[config.mk]
export PLATFORM = sky130hd
export DESIGN_NAME = vga_scanout
export DESIGN_NICKNAME = d
export VERILOG_FILES = /design/src/rtl/vga_scanout_pkg.sv /design/src/rtl/vga_timing_counter.sv /design/src/rtl/vga_scanout.sv
export SDC_FILE = /design/constraint.sdc
export NUM_CORES = 1
export LEC_CHECK = 0
export ABC_AREA = 1
export CAP_MARGIN = 40
export CELL_PAD_IN_SITES_DETAIL_PLACEMENT = 0
export CELL_PAD_IN_SITES_GLOBAL_PLACEMENT = 1
export CORE_AREA = 2 2 89 91
export DETAILED_ROUTE_END_ITERATION = 10
export DIE_AREA = 0 0 91 93
export HOLD_SLACK_MARGIN = 0.05
export PLACE_DENSITY_LB_ADDON = 0.1
export SLEW_MARGIN = 20
export SYNTH_ARGS = -nofsm -noshare
export SYNTH_HDL_FRONTEND = slang
export SYNTH_HIERARCHICAL = 1
export SYNTH_SLANG_ARGS = --single-unit
[constraint.sdc]
create_clock -name Clock -period 1.75 [get_ports Clock]
set_input_delay 0.525 -clock Clock [delete_from_list [all_inputs] [get_ports Clock]]
set_output_delay 0.525 -clock Clock [all_outputs]
set_load 0.02 [all_outputs]
[src/rtl/vga_scanout_pkg.sv]
// Shared VGA definitions: 3-bit {R,G,B} colour codes, default 640x480@60 timing
// and small helpers used by the scanout block and its timing counter.
package vga_scanout_pkg;

  localparam int unsigned CntW = 12;

  localparam logic [2:0] COLOR_BLACK   = 3'b000;
  localparam logic [2:0] COLOR_BLUE    = 3'b001;
  localparam logic [2:0] COLOR_GREEN   = 3'b010;
  localparam logic [2:0] COLOR_CYAN    = 3'b011;
  localparam logic [2:0] COLOR_RED     = 3'b100;
  localparam logic [2:0] COLOR_MAGENTA = 3'b101;
  localparam logic [2:0] COLOR_YELLOW  = 3'b110;
  localparam logic [2:0] COLOR_WHITE   = 3'b111;

  localparam int unsigned DEF_H_VISIBLE = 640;
  localparam int unsigned DEF_H_FRONT   = 16;
  localparam int unsigned DEF_H_SYNC    = 96;
  localparam int unsigned DEF_H_BACK    = 48;
  localparam int unsigned DEF_V_VISIBLE = 480;
  localparam int unsigned DEF_V_FRONT   = 10;
  localparam int unsigned DEF_V_SYNC    = 2;
  localparam int unsigned DEF_V_BACK    = 33;

  localparam int unsigned WIN_W = 512;
  localparam int unsigned WIN_H = 256;

  // True when x lies in the half-open interval [lo, lo+len).
  function automatic logic in_range(logic [CntW-1:0] x, int unsigned lo, int unsigned len);
    return (x >= CntW'(lo)) && (x < CntW'(lo + len));
  endfunction

endpackage

[src/rtl/vga_timing_counter.sv]
// Raster position counters: hcnt wraps every H_TOTAL enabled cycles and steps vcnt,
// which wraps every V_TOTAL lines.
module vga_timing_counter
  import vga_scanout_pkg::*;
#(
  parameter int unsigned H_TOTAL = 800,
  parameter int unsigned V_TOTAL = 525
) (
  input  logic            clk_i,
  input  logic            rst_i,
  input  logic            en_i,
  output logic [CntW-1:0] hcnt_o,
  output logic [CntW-1:0] vcnt_o
);

  logic [CntW-1:0] hcnt_q, hcnt_d;
  logic [CntW-1:0] vcnt_q, vcnt_d;

  always_comb begin
    hcnt_d = hcnt_q;
    vcnt_d = vcnt_q;
    if (en_i) begin
      if (hcnt_q == CntW'(H_TOTAL - 1)) begin
        hcnt_d = '0;
        vcnt_d = (vcnt_q == CntW'(V_TOTAL - 1)) ? '0 : vcnt_q + CntW'(1);
      end else begin
        hcnt_d = hcnt_q + CntW'(1);
      end
    end
  end

  always_ff @(posedge clk_i) begin
    if (rst_i) begin
      hcnt_q <= '0;
      vcnt_q <= '0;
    end else begin
      hcnt_q <= hcnt_d;
      vcnt_q <= vcnt_d;
    end
  end

  assign hcnt_o = hcnt_q;
  assign vcnt_o = vcnt_q;

endmodule

[src/rtl/vga_scanout.sv]
// VGA scanout: timing counters feed a two-stage pipeline (address/flags, then
// colour/sync) so colour, sync and frame-start leave mutually aligned.
module vga_scanout
  import vga_scanout_pkg::*;
#(
  parameter int unsigned H_VISIBLE = DEF_H_VISIBLE,
  parameter int unsigned H_FRONT   = DEF_H_FRONT,
  parameter int unsigned H_SYNC    = DEF_H_SYNC,
  parameter int unsigned H_BACK    = DEF_H_BACK,
  parameter int unsigned V_VISIBLE = DEF_V_VISIBLE,
  parameter int unsigned V_FRONT   = DEF_V_FRONT,
  parameter int unsigned V_SYNC    = DEF_V_SYNC,
  parameter int unsigned V_BACK    = DEF_V_BACK
) (
  input  logic        Clock,
  input  logic        Reset,
  input  logic        iPixelEnable,
  output logic [16:0] oReadAddress,
  input  logic [2:0]  iReadData,
  output logic        oRed,
  output logic        oGreen,
  output logic        oBlue,
  output logic        oHSync,
  output logic        oVSync,
  output logic        oFrameStart
);

  localparam int unsigned H_TOTAL = H_VISIBLE + H_FRONT + H_SYNC + H_BACK;
  localparam int unsigned V_TOTAL = V_VISIBLE + V_FRONT + V_SYNC + V_BACK;

  logic [CntW-1:0] hcnt, vcnt;

  vga_timing_counter #(
    .H_TOTAL(H_TOTAL),
    .V_TOTAL(V_TOTAL)
  ) u_timing (
    .clk_i (Clock),
    .rst_i (Reset),
    .en_i  (iPixelEnable),
    .hcnt_o(hcnt),
    .vcnt_o(vcnt)
  );

  // Stage 1: read address and per-pixel flags.
  logic [16:0] addr_q, addr_d;
  logic        win_q, win_d;
  logic        hs_q, hs_d;
  logic        vs_q, vs_d;
  logic        frame_q, frame_d;

  // Stage 2: registered DAC/sync outputs; syncs are active-low.
  logic [2:0]  rgb_q, rgb_d;
  logic        hsync_n_q, hsync_n_d;
  logic        vsync_n_q, vsync_n_d;
  logic        fstart_q, fstart_d;

  always_comb begin
    addr_d    = {vcnt[7:0], hcnt[8:0]};
    win_d     = (hcnt < CntW'(WIN_W)) && (vcnt < CntW'(WIN_H));
    hs_d      = in_range(hcnt, H_VISIBLE + H_FRONT, H_SYNC);
    vs_d      = in_range(vcnt, V_VISIBLE + V_FRONT, V_SYNC);
    frame_d   = (hcnt == '0) && (vcnt == '0);
    // Read data belongs to addr_q, so it is gated by the matching stage-1 flag.
    rgb_d     = win_q ? iReadData : COLOR_BLACK;
    hsync_n_d = ~hs_q;
    vsync_n_d = ~vs_q;
    fstart_d  = frame_q;
  end

  always_ff @(posedge Clock) begin
    if (Reset) begin
      addr_q    <= '0;
      win_q     <= 1'b0;
      hs_q      <= 1'b0;
      vs_q      <= 1'b0;
      frame_q   <= 1'b0;
      rgb_q     <= COLOR_BLACK;
      hsync_n_q <= 1'b1;
      vsync_n_q <= 1'b1;
      fstart_q  <= 1'b0;
    end else if (iPixelEnable) begin
      addr_q    <= addr_d;
      win_q     <= win_d;
      hs_q      <= hs_d;
      vs_q      <= vs_d;
      frame_q   <= frame_d;
      rgb_q     <= rgb_d;
      hsync_n_q <= hsync_n_d;
      vsync_n_q <= vsync_n_d;
      fstart_q  <= fstart_d;
    end
  end

  assign oReadAddress = addr_q;
  assign oRed         = rgb_q[2];
  assign oGreen       = rgb_q[1];
  assign oBlue        = rgb_q[0];
  assign oHSync       = hsync_n_q;
  assign oVSync       = vsync_n_q;
  assign oFrameStart  = fstart_q;

endmodule

[Word level (Yosys, flattened, before mapping)]
Cells that the tools add are included.
Cells by class
  add/subtract/negate cells: 2
  magnitude comparators: 6
  equal/unequal tests: 2
  mux-type cells: 3
  bitwise operators: 2
  reductions and logical operators: 7
Operators with widths (count)
  $add 12x1->12 const B: 2
  $eq 12x10->1 const B: 2
  $logic_not 12->1: 2
  $lt 12x10->1 const B: 2
  $lt 12x9->1 const B: 2
  $mux 12: 2
  $ge 12x10->1 const B: 1
  $ge 12x9->1 const B: 1
  $logic_and 1x1->1: 4
  $mux 3: 1
  $not 1->1: 2
  $reduce_and 2->1: 1
Storage, ports and cells
  register bits after elaboration: 51
  bits of input ports: 6
  output and inout bits: 23
  logic and storage cells: 33

[Depth between registers and ports, before layout]
  depth in word-level cells: 2
  mapped depth: 9
  gate-level depth less buffers: 9

[Cells and area by module]
The synthesis kept the hierarchy.
By module, submodules not included
  vga_timing_counter: instances 1, cells an instance 230, area an instance 1495.2 um^2, seq. area each 480.5 um^2
  vga_scanout: instances 1, cells an instance 144, area an instance 1063.5 um^2, seq. area each 540.5 um^2

[Least setup slack after synthesis]
OpenSTA, ideal clock, no wires.
  path kind: register to register
  start point: reg u_timing.hcnt_q[0] (netlist: u_timing/hcnt_o[0])
  end point: reg u_timing.vcnt_q[8] (netlist: u_timing/vcnt_o[8])
  library setup time: 119 ps
  data arrival time: 1247 ps
  data required time: 1631 ps
  slack: 384 ps
  cell stages (with the launch flop): 9
  path buffers: 0
  clock period less this slack: 1366 ps
  cell sequence: dfxtp_1 -> ha_1 -> nand2_2 -> nor2_8 -> nand3_4 -> nand2_4 -> inv_2 -> nand2_1 -> o21ai_1
Between the ends
  cells in the longest elaborated chain, start to end: 2
RTL lines
  start: declaration: line vga_timing_counter.sv:16  | logic [CntW-1:0] hcnt_q, hcnt_d;
  start signal: assignment: line vga_timing_counter.sv:37  | hcnt_q <= hcnt_d;
  $eq 12x10->1: line vga_timing_counter.sv:23  | if (hcnt_q == CntW'(H_TOTAL - 1)) begin
  $reduce_and 2->1 (no line)
  end signal: assignment: line vga_timing_counter.sv:38  | vcnt_q <= vcnt_d;
  end: declaration: line vga_timing_counter.sv:17  | logic [CntW-1:0] vcnt_q, vcnt_d;
No other way between the ends.
A chain may end at the register's enable or synchronous reset.

[Worst setup path after layout]
  start point: in iPixelEnable
  end point: reg u_timing.vcnt_q[10] (netlist: u_timing/vcnt_o[10])
Between the ends
  cells in the longest elaborated chain, start to end: 1
RTL lines
  start: declaration: line vga_scanout.sv:17  | input logic iPixelEnable,
  $reduce_and 2->1 (no line)
No other way between the ends.

==> impl_metrics.py <==
metrics = {
    "drt": {
        "drt_iter0_drc": 116,
        "first_pass_iters": 4,
        "viasPerCell": 4.64,
        "met2_length_um": 3060,
        "met1_length_um": 3440,
        "dr_wl_met3_um": 254,
        "drc": 0,
        "vias": 2440,
        "ant_nets": 0,
        "top_layer_used": "met4",
        "wire_per_inst_um": 13.1,
        "wl_um": 6890,
    },
    "clocking": {
        "htreeDepth": 2,
        "clock_path_buffers": 2,
        "cts_root_buf": "clkbuf_8",
        "cts_post_setup_buffers_inserted": 0,
        "cts.clk_slew.worst_paths_ns": 0.10,
        "cts-buffers-inserted": 5,
        "cts.sinks": 51,
        "cts_tree": "built",
        "cts_hold_buf": 0,
        "insertion_delay_ns": 0.30,
        "post_cts_resized": 23,
    },
    "setup_path": {
        "slowest_stage": "clkdlybuf4s50_1",
        "worst-path-buf-inv": 1,
        "worstSetupStartpointType": "input pin",
        "cp_max_fo": 4,
        "cp.required_ns": 1.99,
        "cpPeakStageDelay_ns": 0.59,
        "path_cells": "clkdlybuf4s50_1, nand2_2, nor2_4, nand2_2, nor2_4, nand2_2, nor2_4, nand2_1, nand2_1",
        "endpoint_kind": "flip-flop",
        "cp_data_arrival_time_ns": 1.88,
        "cp_top_family": "simple AND/OR/NAND/NOR gates",
        "criticalPathCategory": "in -> reg",
    },
    "sta": {
        "clock_skew_ns": 0.0103,
        "period_share_pct": 93.8,
        "maxSlewViolCount": 0,
        "final_hold_viol_count": 0,
        "finalCriticalPeriod_ns": 1.64,
        "postLayoutSetupSlackWorst_ns": 0.108,
        "finalSetupViolCount": 0,
        "max_slew_margin_pct": 70.8,
        "rsz0062_at_grt": "no",
        "tightestPinTransition_ns": 0.438,
        "max_freq_ghz": 0.609,
        "worst_hold_slack_ns": 0.444,
    },
    "placement": {
        "dp.cells": 519,
        "gp_congestion": 0.844,
        "pre_cts_ws_ns": -0.215,
        "port_buffers": 28,
        "hpwl_um": 5230,
        "dpl_cell_area_um2": 3120,
    },
    "logic_synthesis": {
        "netlist_area_um2": 2560,
        "synth_ff_type": "dfxtp_1",
        "synth_area_per_cell_um2": 6.84,
        "synth_fp_nets": 383,
        "synth.distinct_cells": 28,
        "synth_edf_count": 0,
        "yosys_warnings": 6,
        "yosys_register_bits": 51,
        "yosysSeqAreaShare_pct": 39.9,
        "async_flop_share_pct": 0,
        "syn_inst": 374,
    },
    "power": {
        "max-vdd-ir-drop_mv": 0.370,
        "finalPower_mw": 2.25,
        "p_seq_share_pct": 53.8,
        "comb_power_share_pct": 9.7,
        "switchingPower_uw": 543,
        "swShare_pct": 24.2,
        "p_leak_nw": 1.40,
        "internal_power_mw": 1.70,
        "power_density_nw_per_um2": 702,
        "pwr-share-clk_pct": 36.5,
    },
    "finish": {
        "final_cells": 526,
        "syn_to_final_growth_pct": 24.9,
        "layout-drive-gt1-share_pct": 13.2,
        "final_nets": 433,
        "final_area_um2": 3200,
        "diodes": 0,
    },
    "run_status": {
        "status": "finished clean",
    },
    "floorplanning": {
        "start_util_pct": 34.0,
        "rows": 32,
        "die_h_um": 93,
        "core-area_um2": 7530,
        "die_w_um": 91,
        "die_area_um2": 8460,
        "ios": 29,
    },
    "min_path": {
        "worstHoldPathType": "reg -> reg",
    },
    "global_route": {
        "grt_antenna_before_repair": 0,
        "grt_pass1_vias": 2437,
        "grtUsageTotal_pct": 17.4,
        "overflow": 0,
        "grt_first_pass_wirelength_um": 11800,
        "grt_max_degree": 22,
    },
    "job": {
        "drv_cap": 0,
    },
}
-- per-stage QoR --
step	util (%)	TNS (ns)
6_report	42.5	0
5_1_grt	42.5	0
4_1_cts	42.5	0
3_5_place_dp	41.4	-6.21
3_3_place_gp	41.4	-5.39
2_1_floorplan	-	0
-- synthesized netlist by cell type, drive strengths merged (2+ instances only) --
cell / n / share of area [%]
nor3: 8 / 1.6
ha: 3 / 1.5
nand3: 25 / 5.6
nand4: 6 / 1.5
clkbuf: 2 / 0.29
o21ai: 26 / 5.1
nor3b: 2 / 0.59
xor2: 5 / 1.7
a21oi: 23 / 4.5
inv: 33 / 5.0
o21bai: 2 / 0.59
nor2: 88 / 16
buf: 7 / 1.8
nand2: 91 / 14
dfxtp: 51 / 40
-- final timing paths --
check	slack, ns	depth (start not counted)	end	startpoint
worst max-delay path	0.11	9	u_timing/vcnt_o[10]	iPixelEnable
worst min-delay path	0.44	1	oHSync	hs_q
worst min register to register	0.44	1	oHSync	hs_q
worst max register to register	0.24	8	u_timing/vcnt_o[3]	u_timing/hcnt_o[0]
-- kinds of logic after synthesis --
logic type,synth area share (%)
AO/OA/AOI/OAI,10.5
XOR/XNOR,1.71
adder cells (fa/ha/maj),1.47
buffers and inverters,7.09
flip-flops,39.9
AND/OR/NAND/NOR,39.4
-- state kept, by name, summed over array words and instances, names as in the netlist --
name / flops
oReadAddress: 17
u_timing/hcnt_o: 12
u_timing/vcnt_o: 12
rgb_q: 3
frame_q: 1
hs_q: 1
oFrameStart: 1
oHSync: 1
oVSync: 1
vs_q: 1
win_q: 1
-- layout by cell type (no fill, tap or decap), types with 6 or more instances in the layout --
cell	count
nand2_1	84
nor2_1	79
dfxtp_1	51
inv_1	27
a21oi_1	23
nand3_1	23
dlygate4sd2_1	23
o21ai_0	22
buf_4	22
nor3_1	8
nor2_4	6
nand4_1	6
-- metal layers --
metal | track usage [%] | vias up
met2 | 28.8 | 48
met1 | 23.6 | 1097
met5 | 0 | -
met4 | 5.81 | 0
met3 | 2.42 | 9
li1 | - | 1286
-- power groups by stage --
stage	Combinational (mW)	Clock (mW)	Sequential (mW)
finish	0.219	0.819	1.21
global route	0.243	0.897	1.21
CTS	0.222	0.852	1.21
detailed placement	0.238	0	1.24
global placement	0.237	0	1.23
floorplan	0.0856	0	1.27
-- layout make-up --
cell class | instances | area [um^2]
fill | 871 | 4330
multi-input combinational | 281 | 1360
sequential | 51 | 1020
timing repair buffer | 52 | 457
inverter | 33 | 129
tap | 102 | 128
clock buffer | 5 | 68.8
clock inverter | 2 | 37.5
Power figures use the tool's default switching activity.
